### src/rtl/frame_packer_pkg.sv
// Shared types and width helpers for the frame vector packer.
package frame_packer_pkg;

  typedef enum logic [1:0] {
    ST_IDLE    = 2'd0,
    ST_COLLECT = 2'd1,
    ST_DRAIN   = 2'd2
  } state_e;

  function automatic int len_width(input int max_len);
    return $clog2(max_len + 1);
  endfunction

  // A single-element vector still needs a 1-bit index register.
  function automatic int idx_width(input int elements);
    return (elements > 1) ? $clog2(elements) : 1;
  endfunction

  localparam int DEFAULT_ELEMENTS = 2;
  localparam int ELEM_IDX_W       = idx_width(DEFAULT_ELEMENTS);

endpackage

### src/rtl/frame_packer_out_reg.sv
// Valid/ready holding register for the packed vector and its last flag.
module frame_packer_out_reg #(
  parameter int W = 66
) (
  input  logic         clk,
  input  logic         rst_n,
  input  logic         load_i,
  input  logic [W-1:0] data_i,
  input  logic         last_i,
  input  logic         ready_i,
  output logic [W-1:0] data_o,
  output logic         valid_o,
  output logic         last_o
);

  logic [W-1:0] data_q;
  logic         valid_q;
  logic         last_q;

  // load_i only fires when the register is empty or being drained this cycle
  always_ff @(posedge clk or negedge rst_n) begin
    if (!rst_n) begin
      data_q  <= '0;
      valid_q <= 1'b0;
      last_q  <= 1'b0;
    end else if (load_i) begin
      data_q  <= data_i;
      valid_q <= 1'b1;
      last_q  <= last_i;
    end else if (ready_i) begin
      valid_q <= 1'b0;
      last_q  <= 1'b0;
    end
  end

  assign data_o  = data_q;
  assign valid_o = valid_q;
  assign last_o  = last_q;

endmodule

### src/rtl/frame_vector_packer.sv
// Packs a serial element stream into ELEMENTS-wide vectors grouped into frames.
//   state      | meaning
//   ST_IDLE    | waiting for a legal frame_start, in_ready low
//   ST_COLLECT | accepting elements, emitting vectors
//   ST_DRAIN   | last vector loaded, waiting for its handshake
module frame_vector_packer
  import frame_packer_pkg::*;
#(
  parameter int DATA_WIDTH = 33,
  parameter int ELEMENTS   = DEFAULT_ELEMENTS,
  parameter int MAX_LEN    = 1024,
  parameter int LEN_W      = len_width(MAX_LEN)
) (
  input  logic                           clk,
  input  logic                           rst_n,
  input  logic                           frame_start,
  input  logic [LEN_W-1:0]               frame_len,
  input  logic [DATA_WIDTH-1:0]          in_data,
  input  logic                           in_valid,
  output logic                           in_ready,
  output logic [ELEMENTS*DATA_WIDTH-1:0] out_data,
  output logic                           out_valid,
  input  logic                           out_ready,
  output logic                           out_last,
  output logic                           sof,
  output logic                           frame_done,
  output logic [LEN_W-1:0]               vec_cnt,
  output logic                           err_len,
  output logic                           err_busy
);

  localparam int IDX_W = (ELEMENTS == DEFAULT_ELEMENTS) ? ELEM_IDX_W : idx_width(ELEMENTS);
  localparam int ASM_N = (ELEMENTS > 1) ? ELEMENTS - 1 : 1;
  localparam logic [IDX_W-1:0] LAST_IDX = IDX_W'(ELEMENTS - 1);

  state_e                         state_q, state_d;
  logic [IDX_W-1:0]               elem_idx_q, elem_idx_d;
  logic [LEN_W-1:0]               len_q, len_d;
  logic [LEN_W-1:0]               vec_cnt_q, vec_cnt_d;
  logic                           sof_q, sof_d;
  logic                           done_q, done_d;
  logic                           err_len_q, err_len_d;
  logic                           err_busy_q, err_busy_d;
  logic [DATA_WIDTH-1:0]          asm_q [ASM_N];
  logic [ELEMENTS*DATA_WIDTH-1:0] vec_d;
  logic                           len_ok, last_elem, accept, load, vec_last;

  assign len_ok    = (frame_len != '0) && (frame_len <= LEN_W'(MAX_LEN));
  assign last_elem = (elem_idx_q == LAST_IDX);
  // Only the vector-completing element depends on room in the output register.
  assign in_ready  = (state_q == ST_COLLECT) && (!last_elem || !out_valid || out_ready);
  assign accept    = in_valid && in_ready;
  assign load      = accept && last_elem;
  assign vec_last  = ((vec_cnt_q + LEN_W'(1)) == len_q);

  always_comb begin
    vec_d = '0;
    for (int i = 0; i < ELEMENTS - 1; i++) begin
      vec_d[i*DATA_WIDTH +: DATA_WIDTH] = asm_q[i];
    end
    vec_d[(ELEMENTS-1)*DATA_WIDTH +: DATA_WIDTH] = in_data;
  end

  always_comb begin
    state_d    = state_q;
    elem_idx_d = elem_idx_q;
    len_d      = len_q;
    vec_cnt_d  = vec_cnt_q;
    sof_d      = 1'b0;
    done_d     = 1'b0;
    err_len_d  = 1'b0;
    err_busy_d = 1'b0;
    case (state_q)
      ST_IDLE: begin
        if (frame_start) begin
          if (len_ok) begin
            len_d      = frame_len;
            vec_cnt_d  = '0;
            elem_idx_d = '0;
            sof_d      = 1'b1;
            state_d    = ST_COLLECT;
          end else begin
            err_len_d = 1'b1;
          end
        end
      end
      ST_COLLECT: begin
        err_busy_d = frame_start;
        if (accept) begin
          elem_idx_d = last_elem ? '0 : elem_idx_q + IDX_W'(1);
        end
        if (load) begin
          vec_cnt_d = vec_cnt_q + LEN_W'(1);
          if (vec_last) state_d = ST_DRAIN;
        end
      end
      ST_DRAIN: begin
        err_busy_d = frame_start;
        if (out_valid && out_ready) begin
          done_d  = 1'b1;
          state_d = ST_IDLE;
        end
      end
      default: state_d = ST_IDLE;
    endcase
  end

  always_ff @(posedge clk or negedge rst_n) begin
    if (!rst_n) begin
      state_q    <= ST_IDLE;
      elem_idx_q <= '0;
      len_q      <= '0;
      vec_cnt_q  <= '0;
      sof_q      <= 1'b0;
      done_q     <= 1'b0;
      err_len_q  <= 1'b0;
      err_busy_q <= 1'b0;
    end else begin
      state_q    <= state_d;
      elem_idx_q <= elem_idx_d;
      len_q      <= len_d;
      vec_cnt_q  <= vec_cnt_d;
      sof_q      <= sof_d;
      done_q     <= done_d;
      err_len_q  <= err_len_d;
      err_busy_q <= err_busy_d;
    end
  end

  always_ff @(posedge clk or negedge rst_n) begin
    if (!rst_n) begin
      for (int i = 0; i < ASM_N; i++) asm_q[i] <= '0;
    end else if (accept && !last_elem) begin
      for (int i = 0; i < ASM_N; i++) begin
        if (elem_idx_q == IDX_W'(i)) asm_q[i] <= in_data;
      end
    end
  end

  frame_packer_out_reg #(
    .W(ELEMENTS*DATA_WIDTH)
  ) u_out_reg (
    .clk    (clk),
    .rst_n  (rst_n),
    .load_i (load),
    .data_i (vec_d),
    .last_i (vec_last),
    .ready_i(out_ready),
    .data_o (out_data),
    .valid_o(out_valid),
    .last_o (out_last)
  );

  assign sof        = sof_q;
  assign frame_done = done_q;
  assign vec_cnt    = vec_cnt_q;
  assign err_len    = err_len_q;
  assign err_busy   = err_busy_q;

endmodule

### config.mk
export PLATFORM = sky130hd
export DESIGN_NAME = frame_vector_packer
export DESIGN_NICKNAME = d
export VERILOG_FILES = /design/src/rtl/frame_packer_pkg.sv /design/src/rtl/frame_packer_out_reg.sv /design/src/rtl/frame_vector_packer.sv
export SDC_FILE = /design/constraint.sdc
export NUM_CORES = 1
export LEC_CHECK = 0
export BUFFER_PORTS_ARGS = -buffer_cell sky130_fd_sc_hd__buf_4
export CAP_MARGIN = 5
export CORE_MARGIN = 2
export CORE_UTILIZATION = 40
export DETAILED_ROUTE_END_ITERATION = 10
export SYNTH_ARGS = -nofsm -noshare
export SYNTH_HDL_FRONTEND = slang
export SYNTH_SLANG_ARGS = --single-unit
### constraint.sdc
create_clock -name clk -period 2.2 [get_ports clk]
set_input_delay 0.44 -clock clk [delete_from_list [all_inputs] [get_ports clk]]
set_output_delay 0.44 -clock clk [all_outputs]
set_load 0.005 [all_outputs]
After elaboration in Yosys (flattened, before gate mapping). Index checks and enable logic that the tools add are counted. W data, S select, Z words.

Add/subtract/negate cells: 2. $lt $le $gt $ge: 1. Equal/unequal tests: 9. Multiplexer cells: 27. Bitwise gates (word level): 1. Reduce and logical (&&, ||, !) cells: 20.

Operators with widths (number): $mux W11 (3); $pmux W11 S2 (1); $mux W1 (16); $add A11 B1 Y11 const B (1); $eq A11 B11 Y1 (1); $le A11 B11 Y1 const B (1); $reduce_bool A11 Y1 (1); $mux W2 (5); $ne A2 B2 Y1 const B (5); $reduce_and A4 Y1 (2); $logic_and A1 B1 Y1 (6); $pmux W2 S3 (1); $reduce_and A5 Y1 (1); $reduce_bool A2 Y1 (2); $reduce_and A3 Y1 (1); $eq A2 B1 Y1 const B (1); $eq A2 B2 Y1 const B (1); $logic_not A1 Y1 (2); $logic_not A2 Y1 (1); $logic_or A1 B1 Y1 (2); $ne A2 B1 Y1 const B (1); $pmux W1 S2 (1); $reduce_and A2 Y1 (1); $reduce_or A2 Y1 (1); other kinds (2) (2).

Flip-flop bits (word level): 130. Input port bits: 49.

Longest topological paths before layout. Gate-level depths: netlist (run 1).

Word-level depth: 8. Gate-level depth with buffers: 9. Depth with buffers taken out: 8.

Cells and area by module. Synthesis (run 1) repeated with hierarchy kept, for this count alone.

Cells, all modules: 401. Area, all modules: 5659.2 um^2.

Modules (own cells, without submodules): frame_vector_packer (instances 1, cells each 255, area each 3105.5 um^2); frame_packer_out_reg (instances 1, cells each 146, area each 2553.7 um^2).

Worst setup path after synthesis (run 1). No wires, ideal clock.

Path kind: input -> register. Start point: input frame_len[5]. End point: register vec_cnt_q[3], in the netlist vec_cnt[3]. Data arrival time: 1.833 ns. Required time: 2.131 ns. Slack: 0.298 ns. Cell stages on the path: 7. Path buffers: 0. Path through: nor4_2 nand3_2 xnor2_2 o21ai_2 o21ai_2 or4b_1 nand3_1.

Word-level cells in the longest chain between the ends: 4. Elaborated cells on any way between the ends: 5.

Ends and longest elaborated chain: start: declaration (RTL line frame_vector_packer.sv:17) `input logic [LEN_W-1:0] frame_len,`; $le A11 B11 Y1 / $reduce_bool A11 Y1 (equally long branches) (RTL line frame_vector_packer.sv:48) `assign len_ok = (frame_len != '0) && (frame_len <= LEN_W'(MAX_LEN));`; $logic_and A1 B1 Y1 * (RTL line frame_vector_packer.sv:48); $ne A2 B2 Y1 (no source line) *; $reduce_and A4 Y1 (no source line) *; end signal: assignment (RTL line frame_vector_packer.sv:122) `vec_cnt_q <= vec_cnt_d;`; end: declaration (RTL line frame_vector_packer.sv:39) `logic [LEN_W-1:0] vec_cnt_q, vec_cnt_d;`.

Every way passes the cells marked *; elsewhere a longest branch is shown, timed or not. A chain may end at the register's enable or synchronous reset.

Worst setup path in the final report (run 1).
Start point: register state_q[1]. End point: output in_ready.

Word-level cells in the longest chain between the ends: 2.

Ends and longest elaborated chain: start: declaration (RTL line frame_vector_packer.sv:36) `state_e state_q, state_d;`; start signal: assignment (RTL line frame_vector_packer.sv:119) `state_q <= state_d;`; $eq A2 B1 Y1 (RTL line frame_vector_packer.sv:51) `assign in_ready = (state_q == ST_COLLECT) && (!last_elem || !out_valid || out_ready);`; $logic_and A1 B1 Y1 (RTL line frame_vector_packer.sv:51); end: declaration (RTL line frame_vector_packer.sv:20) `output logic in_ready,`.

No other way between the ends.

==> results of run 1 <==
[layer usage]
metal | vias to the layer above | global-route usage [%]
li1 | 1709 | -
met1 | 1822 | 21.3
met2 | 81 | 27.4
met3 | 10 | 6.11
met4 | 0 | 5.60
met5 | - | 0
[final cells by class]
cell class | instances | area, sq um
fill | 1182 | 5950
sequential | 130 | 3250
tap | 176 | 220
clock buffer | 19 | 453
multi-input combinational | 239 | 2120
inverter | 6 | 22.5
clock inverter | 13 | 135
timing repair buffer | 155 | 1190
[state kept, by name (all words and copies together) (netlist names)]
register,flops
asm_q,33
elem_idx_q,1
err_busy,1
err_len,1
frame_done,1
len_q,11
sof,1
state_q,2
u_out_reg.data_o,66
u_out_reg.last_o,1
u_out_reg.valid_o,1
vec_cnt,11
[logic make-up after synthesis]
group | count (synthesis)
buffers and inverters | 27
AND/OR/NAND/NOR | 83
multiplexers | 109
flip-flops | 130
adder cells (fa/ha/maj) | 5
AO/OA/AOI/OAI | 25
XOR/XNOR | 17
[power by group through the flow]
stage	Combinational, mW	Sequential (mW)	Clock, mW
CTS	3.76	4.26	2.81
detailed placement	3.75	4.28	0
global placement	3.67	4.23	0
finish	3.69	4.25	2.75
floorplan	2.12	4.14	0
global route	4.05	4.41	2.93
[cell usage after synthesis]
cell       instances
a211oi_1           1
o21ai_1            3
xnor2_1           12
a21oi_1            3
nor2b_1            2
nand2b_2           1
maj3_1             1
or3_1              1
buf_4              3
inv_1              6
a21o_1             1
o221ai_1           6
nor2_1            11
o21a_1             3
clkbuf_1           3
nor3_4             1
o21ai_0            3
nor3_1             3
nand4_1            5
and3_1             1
and2_1             1
and4_1             1
nand3_2            2
buf_2             11
nor4_2             2
buf_6              3
nand3_1            9
nand3b_1           6
nand3_4            2
nand2_1           29
xnor2_2            1
mux2_2           108
ha_1               4
o21ai_2            2
o22ai_1            1
nor3_2             2
dfrtp_1          130
buf_1              1
nand2b_1           2
o21bai_1           1
mux2_1             1
xor2_1             4
or4b_1             2
a2bb2oi_1          1
[repair_timing]
| item | 4_1_cts | 5_1_grt |
|---|---|---|
| hold endpoints to repair | 0 | 0 |
| setup endpoints to repair | 0 | 2 |
| resized for setup | 0 | 5 |
| setup buffers | 0 | 2 |
[metrics by stage]
stage | cell area (sq um) | hold WS (ps)
4_1_cts | 7370 | 31.1
3_3_place_gp | 6780 | 462
6_report | 7400 | -9.02
2_1_floorplan | 5510 | 144
3_5_place_dp | 6780 | 467
5_1_grt | 7400 | 37.0
[layout by cell type, fill, tap and decap left out, drive strengths merged, types with 2 or more instances in the layout]
| cell | count |
|---|---|
| buf | 155 |
| dfrtp | 130 |
| mux2 | 109 |
| nand2 | 29 |
| clkbuf | 19 |
| xnor2 | 13 |
| nand3 | 13 |
| nor2 | 11 |
| o21ai | 8 |
| inv | 7 |
| nand3b | 6 |
| o221ai | 6 |
| nor3 | 6 |
| nand4 | 5 |
| clkinvlp | 5 |
| clkinv | 5 |
| xor2 | 4 |
| ha | 4 |
| o21a | 3 |
| a21oi | 3 |
| nand2b | 3 |
| nor4 | 2 |
| nor2b | 2 |
| or4b | 2 |
| bufinv | 2 |
[worst min path at each step]
| stage | from | slack, ps | to |
|---|---|---|---|
| after floorplan | rst_n | 140 | asm_q[0]$_DFFE_PN0P_ |
| after global placement | rst_n | 460 | vec_cnt[0]$_DFFE_PN0P_ |
| after CTS | rst_n | 30 | err_busy$_DFF_PN0_ |
| final | rst_n | -9 | vec_cnt[0]$_DFFE_PN0P_ |
| after global routing | rst_n | 40 | vec_cnt[0]$_DFFE_PN0P_ |
| after detailed placement | rst_n | 470 | vec_cnt[0]$_DFFE_PN0P_ |
==> flow_summary.json, run 1 <==
{
  "highest_layer": "met4",
  "dp_hpwl_microns": 8550,
  "slowest_delay_ps": 390,
  "clk_pin_slew_ps": 50,
  "fp-row-count": 42,
  "synth_compound_area_share_pct": 3.18,
  "r2r_start": "vec_cnt[2]$_DFFE_PN0P_",
  "syn_nets": 449,
  "critPathLaunch": "state_q[1]$_DFFE_PN0P_",
  "ys_types": 44,
  "synthMuxAreaShare_pct": 22.3,
  "avgSynthCellArea_sq_um": 13.9,
  "p_per_area_mw_per_mm2": 1440,
  "synthesis.area_sq_mm": 0.00551,
  "start_kind": "flip-flop",
  "cp.buffers_inverters": 3,
  "slew_headroom_pct": 61.4,
  "worst_slew_pin_slew_ps": 579,
  "p_switching_mw": 3.15,
  "cp-end-kind": "output pin",
  "crit_path_max_fanout": 28,
  "grt_pass1_wl_microns": 19100,
  "wl_met1_microns": 5180,
  "pwr-share-seq_pct": 39.8,
  "root_buffer": "clkbuf_16",
  "seq_area_frac_synth_pct": 59.1,
  "synth_top_area_share_pct": 59.1,
  "p_leak_nw": 3.39,
  "h-tree-depth": 4,
  "insertion_delay_ps": 410,
  "finalWeightedCongestion": 0.760,
  "grt_pass1_vias": 3721,
  "pwr-share-clk_pct": 25.7,
  "setup-tns-final_ps": 0,
  "gr-total-overflow": 0,
  "portBuffers": 132,
  "yosys.area_share.simple_pct": 8.80,
  "antenna_left": 0,
  "met3_length_microns": 682,
  "drt_iter0_drc": 160,
  "critPathArrivalTime_ps": 1640,
  "drc": 0,
  "place_ws_ps": 47.1,
  "vias": 3622,
  "hold_viol": 8,
  "path_cells": "inv_1 > ha_1 > buf_4 > o21a_1 > buf_4",
  "fmax_mhz": 482,
  "cell_internal_pwr_mw": 7.54,
  "worst_slack_ps": 123,
  "die_h_microns": 121,
  "required_ps": 1760,
  "period_share_pct": 94.4,
  "wirelength_microns": 11900,
  "combPwrFrac_pct": 34.5,
  "outcome": "finished, violations left",
  "fin_nets": 602,
  "num_antenna_cells": 0,
  "postSynthCellCount": 396,
  "synth_warnings": 0,
  "hold_slack_ps": -9.02,
  "synthTopCellsByArea": "dfrtp_1 59%, mux2_2 22%, nand2_1 2.0%",
  "firstDrtPassIters": 4,
  "failed_checks": "hold timing",
  "drive_above_1_share_pct": 55.9,
  "synthXorXnorAreaFrac_pct": 2.84,
  "cts_tree": "yes",
  "syn_to_final_growth_pct": 34.5,
  "core_sq_mm": 0.0133,
  "ys_ff_latch": 130,
  "synth_top_family_by_area": "multiplexers",
  "die-area_sq_mm": 0.0147,
  "min_period_ps": 2080,
  "gr-usage-all-layers_pct": 17.0,
  "synth_fa_ha_area_share_pct": 1.09,
  "wl_met2_microns": 5910,
  "grt_max_degree": 59,
  "setup_viol": 0,
  "worstSetupPathType": "reg -> out",
  "cts_buffers": 17,
  "avgViaCountPerCell": 4.91,
  "stdcell_count": 738,
  "wl_per_cell_microns": 16.1,
  "worst-path-stages": 5,
  "boundaryPins": 133,
  "p_sw_share_pct": 29.5,
  "clk_path_buf_depth": 2,
  "final_core_util_pct": 55.5,
  "vdd_drop_max_mv": 0.629,
  "die_width_microns": 121,
  "yosysTopAreaCell": "dfrtp_1",
  "cpMostUsedCell": "buf_4",
  "maxCapViolations": 0,
  "antenna_found_initial": 0,
  "cts_sinks": 130,
  "crit_path_end": "in_ready",
  "dp.cells": 704,
  "critPathTopFamily": "buffers and inverters",
  "ff2ff_setup_slack_ps": 160,
  "crit_path_top_delay_cell": "dfrtp_1",
  "p_total_mw": 10.7,
  "final_max_slew_viol_count": 0,
  "worst_r2r_path_depth": 7,
  "hold_buffers": 0,
  "initial_utilization_pct": 41.2,
  "hold_class": "in -> async",
  "final.setup_skew_ps": 5.77,
  "r2r_end": "state_q[0]$_DFFE_PN0P_"
}
No activity file was read; power rests on OpenSTA's default activity.
==> run 2: changes to the inputs <==
Settings changed: CORE_ASPECT_RATIO from default to 1.2.
==> run 2 against run 1 <==
- the run now ends clean
- sequential share of layout area is 0.52 points higher
- cell count fell by 2.4%
- clock power about the same
- die area hardly changed
- setup slack improved by 18 ps
- cell area fell by 1.2%
- combinational power is essentially flat
- via count decreased by 0.97%
- largest power group unchanged
- highest routed layer unchanged
==> flow_summary.json, run 2 (synthesis results as in run 1) <==
{
  "outcome": "finished, final reports clean",
  "fp-row-count": 46,
  "pwr-share-seq_pct": 39.9,
  "worst_slack_ps": 142,
  "gr-total-overflow": 0,
  "hold_class": "in -> reg",
  "setup-tns-final_ps": 0,
  "final_core_util_pct": 54.8,
  "drc": 0,
  "initial_utilization_pct": 41.2,
  "insertion_delay_ps": 400,
  "cell_internal_pwr_mw": 7.49,
  "hold_path_depth": 3,
  "p_total_mw": 10.6,
  "p_switching_mw": 3.14,
  "worstSetupPathType": "reg -> out",
  "worst_r2r_path_depth": 7,
  "placed_area_sq_mm": 0.00672,
  "worst_slew_pin_slew_ps": 484,
  "hold_viol": 0,
  "r2r_end": "state_q[1]$_DFFE_PN0P_",
  "syn_to_final_growth_pct": 32.8,
  "r2r_start": "vec_cnt[2]$_DFFE_PN0P_",
  "fmax_mhz": 486,
  "ff2ff_setup_slack_ps": 250,
  "h-tree-depth": 4,
  "final_common_cell": "buf_4",
  "largest_reg_flops": 66,
  "finish.instance_area_sq_mm": 0.00731,
  "boundaryPins": 133,
  "avgViaCountPerCell": 4.98,
  "root_buffer": "clkbuf_16",
  "setup_viol": 0,
  "clk_path_buf_depth": 2,
  "vdd_drop_max_mv": 0.560,
  "hp-start": "frame_len[5]",
  "p_sw_share_pct": 29.6,
  "die-area_sq_mm": 0.0147,
  "crit_path_max_fanout": 28,
  "finalWeightedCongestion": 0.843,
  "grt_pass1_vias": 3764,
  "clk_pin_slew_ps": 50,
  "antenna_found_initial": 0,
  "drive_above_1_share_pct": 54.3,
  "portBuffers": 132,
  "place_ws_ps": 51.8,
  "wl_per_cell_microns": 16.0,
  "maxCapViolations": 0,
  "final_max_slew_viol_count": 0,
  "grt_max_degree": 58,
  "vias": 3587,
  "p_per_area_mw_per_mm2": 1450,
  "die_width_microns": 111,
  "start_kind": "flip-flop",
  "wirelength_microns": 11500,
  "cts_sinks": 130,
  "combPwrFrac_pct": 34.5,
  "most-common-layout-cells": "142 x buf_4, 130 x dfrtp_1, 108 x mux2_2",
  "core_sq_mm": 0.0134,
  "fin_nets": 593,
  "final.setup_skew_ps": 6.87,
  "slew_headroom_pct": 67.7,
  "min_period_ps": 2060,
  "cts_tree": "yes",
  "cts_buffers": 17,
  "num_antenna_cells": 0,
  "critPathArrivalTime_ps": 1620,
  "required_ps": 1760,
  "die_h_microns": 133,
  "firstDrtPassIters": 4,
  "pwr-share-clk_pct": 25.5,
  "cp-end-kind": "output pin",
  "cts_setup_buffers": 0,
  "antenna_left": 0,
  "critPathLaunch": "state_q[1]$_DFFE_PN0P_",
  "drt_iter0_drc": 131,
  "grt_pass1_wl_microns": 19100,
  "rsz0062_at_grt": "no",
  "gr-usage-all-layers_pct": 16.3,
  "p_leak_nw": 3.33,
  "hold_path_end": "len_q[5]$_DFFE_PN0P_",
  "period_share_pct": 93.6,
  "dp_hpwl_microns": 8160
}
==> run 2: cell type report <==
| cell class | count | area [sq um] |
|---|---|---|
| tap | 168 | 210 |
| clock inverter | 12 | 134 |
| multi-input combinational | 239 | 2110 |
| fill | 1155 | 6040 |
| timing repair buffer | 146 | 1140 |
| sequential | 130 | 3250 |
| inverter | 6 | 22.5 |
| clock buffer | 19 | 443 |
==> run 2: power groups by stage <==
stage	registers [mW]	clock network, mW	logic [mW]
finish	4.25	2.72	3.67
global placement	4.22	0	3.64
floorplan	4.14	0	2.12
global route	4.41	2.91	4.02
CTS	4.26	2.79	3.74
detailed placement	4.28	0	3.72
==> run 2: layer usage <==
metal  up-vias  GRT usage, %  wire length, microns
met5         -             0                     0
met4         0          5.49                   175
met3        13          5.50                   642
met2        93          27.3                  5800
met1      1802          20.0                  4880
li1       1679             -                     -
==> run 2: critical path: stages (launching register included) <==
cell	delay (ps)
dfrtp_1	380
inv_1	90
ha_1	170
buf_4	300
o21a_1	170
buf_4	110
==> run 2: how the worst max path moves through the flow <==
stage	endpoint	slack, ps	cells after the start
2_1_floorplan	vec_cnt[3]$_DFFE_PN0P_	300	7
3_3_place_gp	vec_cnt[4]$_DFFE_PN0P_	90	8
3_5_place_dp	vec_cnt[4]$_DFFE_PN0P_	50	8
4_1_cts	in_ready	130	5
5_1_grt	state_q[0]$_DFFE_PN0P_	10	8
6_report	in_ready	140	5
==> run 2: stage by stage <==
step	instances	hold WS [ps]
2_1_floorplan	396	144
3_3_place_gp	688	430
3_5_place_dp	688	434
4_1_cts	720	254
5_1_grt	720	253
6_report	720	270
==> run 2: repair_timing <==
item,4_1_cts,5_1_grt
hold buffers,1,0
endpoints found under the setup margin,0,2
hold endpoints to repair,6,0
resized for setup,0,2
==> run 3: changes to the inputs <==
Settings changed: CORE_ASPECT_RATIO 1.2 to default, CORE_MARGIN 2 to default.
==> run 3 against run 2 <==
- via count rose by 0.33%
- worst hold slack worse by 200 ps
- sequential cell count unchanged
- cell count up 1.8%
- count of clock-buffer cells in the layout up 2
- register-to-register slack worse by 30 ps
- sequential power about the same
- largest cell class unchanged
- highest routed layer unchanged
==> flow_summary.json, run 3 (synthesis results as in run 1) <==
{
  "finalWeightedCongestion": 0.817,
  "dp_hpwl_microns": 7810,
  "vias": 3599,
  "combPwrFrac_pct": 33.7,
  "p_switching_mw": 3.14,
  "setup-tns-final_ps": 0,
  "seqCellArea_sq_mm": 0.00325,
  "cts_sinks": 130,
  "die-area_sq_mm": 0.0142,
  "antenna_left": 0,
  "avgViaCountPerCell": 4.91,
  "start_kind": "flip-flop",
  "num_antenna_cells": 0,
  "rsz0062_at_grt": "no",
  "pwr-share-clk_pct": 27.4,
  "h-tree-depth": 4,
  "hold_class": "in -> async",
  "p_sw_share_pct": 28.8,
  "cp-end-kind": "output pin",
  "final.setup_skew_ps": 8.18,
  "hold_viol": 0,
  "worst_slew_pin_slew_ps": 741,
  "drc": 0,
  "syn_to_final_growth_pct": 34.2,
  "p_leak_nw": 3.38,
  "clk_path_buf_depth": 2,
  "cpMostUsedCell": "buf_4",
  "path_cells": "inv_1 > ha_1 > buf_4 > o21a_1 > buf_4",
  "portBuffers": 132,
  "fmax_mhz": 482,
  "final_common_cell": "buf_4",
  "r2r_start": "vec_cnt[2]$_DFFE_PN0P_",
  "final_max_slew_viol_count": 0,
  "fp-row-count": 42,
  "vdd_drop_max_mv": 0.835,
  "core_sq_mm": 0.0133,
  "placed_area_sq_mm": 0.00674,
  "grt_max_degree": 131,
  "clk_pin_slew_ps": 50,
  "worstSetupPathType": "reg -> out",
  "period_share_pct": 94.3,
  "p_per_area_mw_per_mm2": 1480,
  "cts_buffers": 17,
  "critPathLaunch": "state_q[1]$_DFFE_PN0P_",
  "boundaryPins": 133,
  "slowest_delay_ps": 370,
  "setup_viol": 0,
  "slew_headroom_pct": 50.6,
  "antenna_found_initial": 0,
  "firstDrtPassIters": 5,
  "initial_utilization_pct": 41.2,
  "cell_internal_pwr_mw": 7.77,
  "gr-usage-all-layers_pct": 17.6,
  "insertion_delay_ps": 420,
  "pwr-share-seq_pct": 38.9,
  "die_h_microns": 119,
  "required_ps": 1760,
  "maxCapViolations": 0,
  "die_width_microns": 119,
  "drt_iter0_drc": 164,
  "critPathArrivalTime_ps": 1630,
  "grt_pass1_vias": 3723,
  "gr-total-overflow": 0,
  "finish.instance_area_sq_mm": 0.00739,
  "wirelength_microns": 11300,
  "multi_input_area_sq_mm": 0.00211,
  "crit_path_top_delay_cell": "dfrtp_1",
  "final_core_util_pct": 55.4,
  "fin_nets": 597,
  "wl_per_cell_microns": 15.5,
  "crit_path_max_fanout": 28,
  "root_buffer": "clkbuf_16",
  "outcome": "finished, final reports clean",
  "largest_reg_flops": 66,
  "min_period_ps": 2070,
  "cts_tree": "yes",
  "grt_pass1_wl_microns": 19200,
  "most-common-layout-cells": "149 x buf_4, 130 x dfrtp_1, 108 x mux2_2",
  "drive_above_1_share_pct": 54.6,
  "fillerInstances": 1176
}
==> run 3: changes by cell type in the layout (fill, tap and decap cells not counted), sizes merged <==
cell and delta:
buf +5, bufinv +2, clkbuf +2, clkinv +2, clkinvlp -3, dlygate4sd3 -1, inv -2
==> run 3: final cells by class <==
cell class	count	area share, %
clock buffer	21	6.23
clock inverter	11	2.42
inverter	6	0.305
multi-input combinational	239	28.6
sequential	130	44.0
tap	176	2.98
timing repair buffer	150	15.4
==> run 3: timing repair <==
action / in CTS / in global routing
hold endpoints to repair: 0 / 0
hold buffers: 0 / 0
buffers inserted: 0 / 1
setup endpoints to repair: 0 / 2
gates resized for setup: 0 / 1
==> run 3: worst paths after layout <==
check                                                        end  slack, ps  cells past startpoint
worst max register to register            state_q[1]$_DFFE_PN0P_        220                      7
min in group clk                           asm_q[31]$_DFFE_PN0P_        260                      2
worst min-delay path                      vec_cnt[2]$_DFFE_PN0P_         70                      2
worst min register to register              asm_q[2]$_DFFE_PN0P_        500                      1
max in group asynchronous       u_out_reg.data_o[11]$_DFFE_PN0P_       1530                      2
worst max-delay path                                    in_ready        130                      5
==> run 3: power by group through the flow <==
stage / Clock [mW] / Combinational, mW / Sequential (mW)
global route: 3.17 / 4.04 / 4.41
CTS: 3.05 / 3.74 / 4.25
finish: 2.99 / 3.68 / 4.24
detailed placement: 0 / 3.73 / 4.27
floorplan: 0 / 2.12 / 4.14
global placement: 0 / 3.66 / 4.21
==> run 3: critical path: cells and delay by family, from the launching register on <==
family	cells	cell delay, ps
adder cells (fa/ha/maj)	1	170
AO/OA/AOI/OAI	1	190
buffers and inverters	3	490
flip-flops	1	370
==> run 3: metrics by stage <==
step / setup WS [ps] / hold slack [ps] / std cells / power [mW]
after floorplan: 298 / 144 / 396 / 6.25
after global placement: 5.19 / 480 / 700 / 7.87
after detailed placement: 15.0 / 487 / 700 / 8.00
after CTS: 104 / 166 / 732 / 11.0
after global routing: 13.3 / 170 / 733 / 11.6
final: 126 / 71.5 / 733 / 10.9
==> run 3: layer usage <==
metal	GRT usage (%)	vias up	routed length (microns)
met5	0	-	0
met4	6.09	0	113
met3	7.47	11	746
met2	27.1	89	5400
met1	22.0	1802	5080
li1	-	1697	-
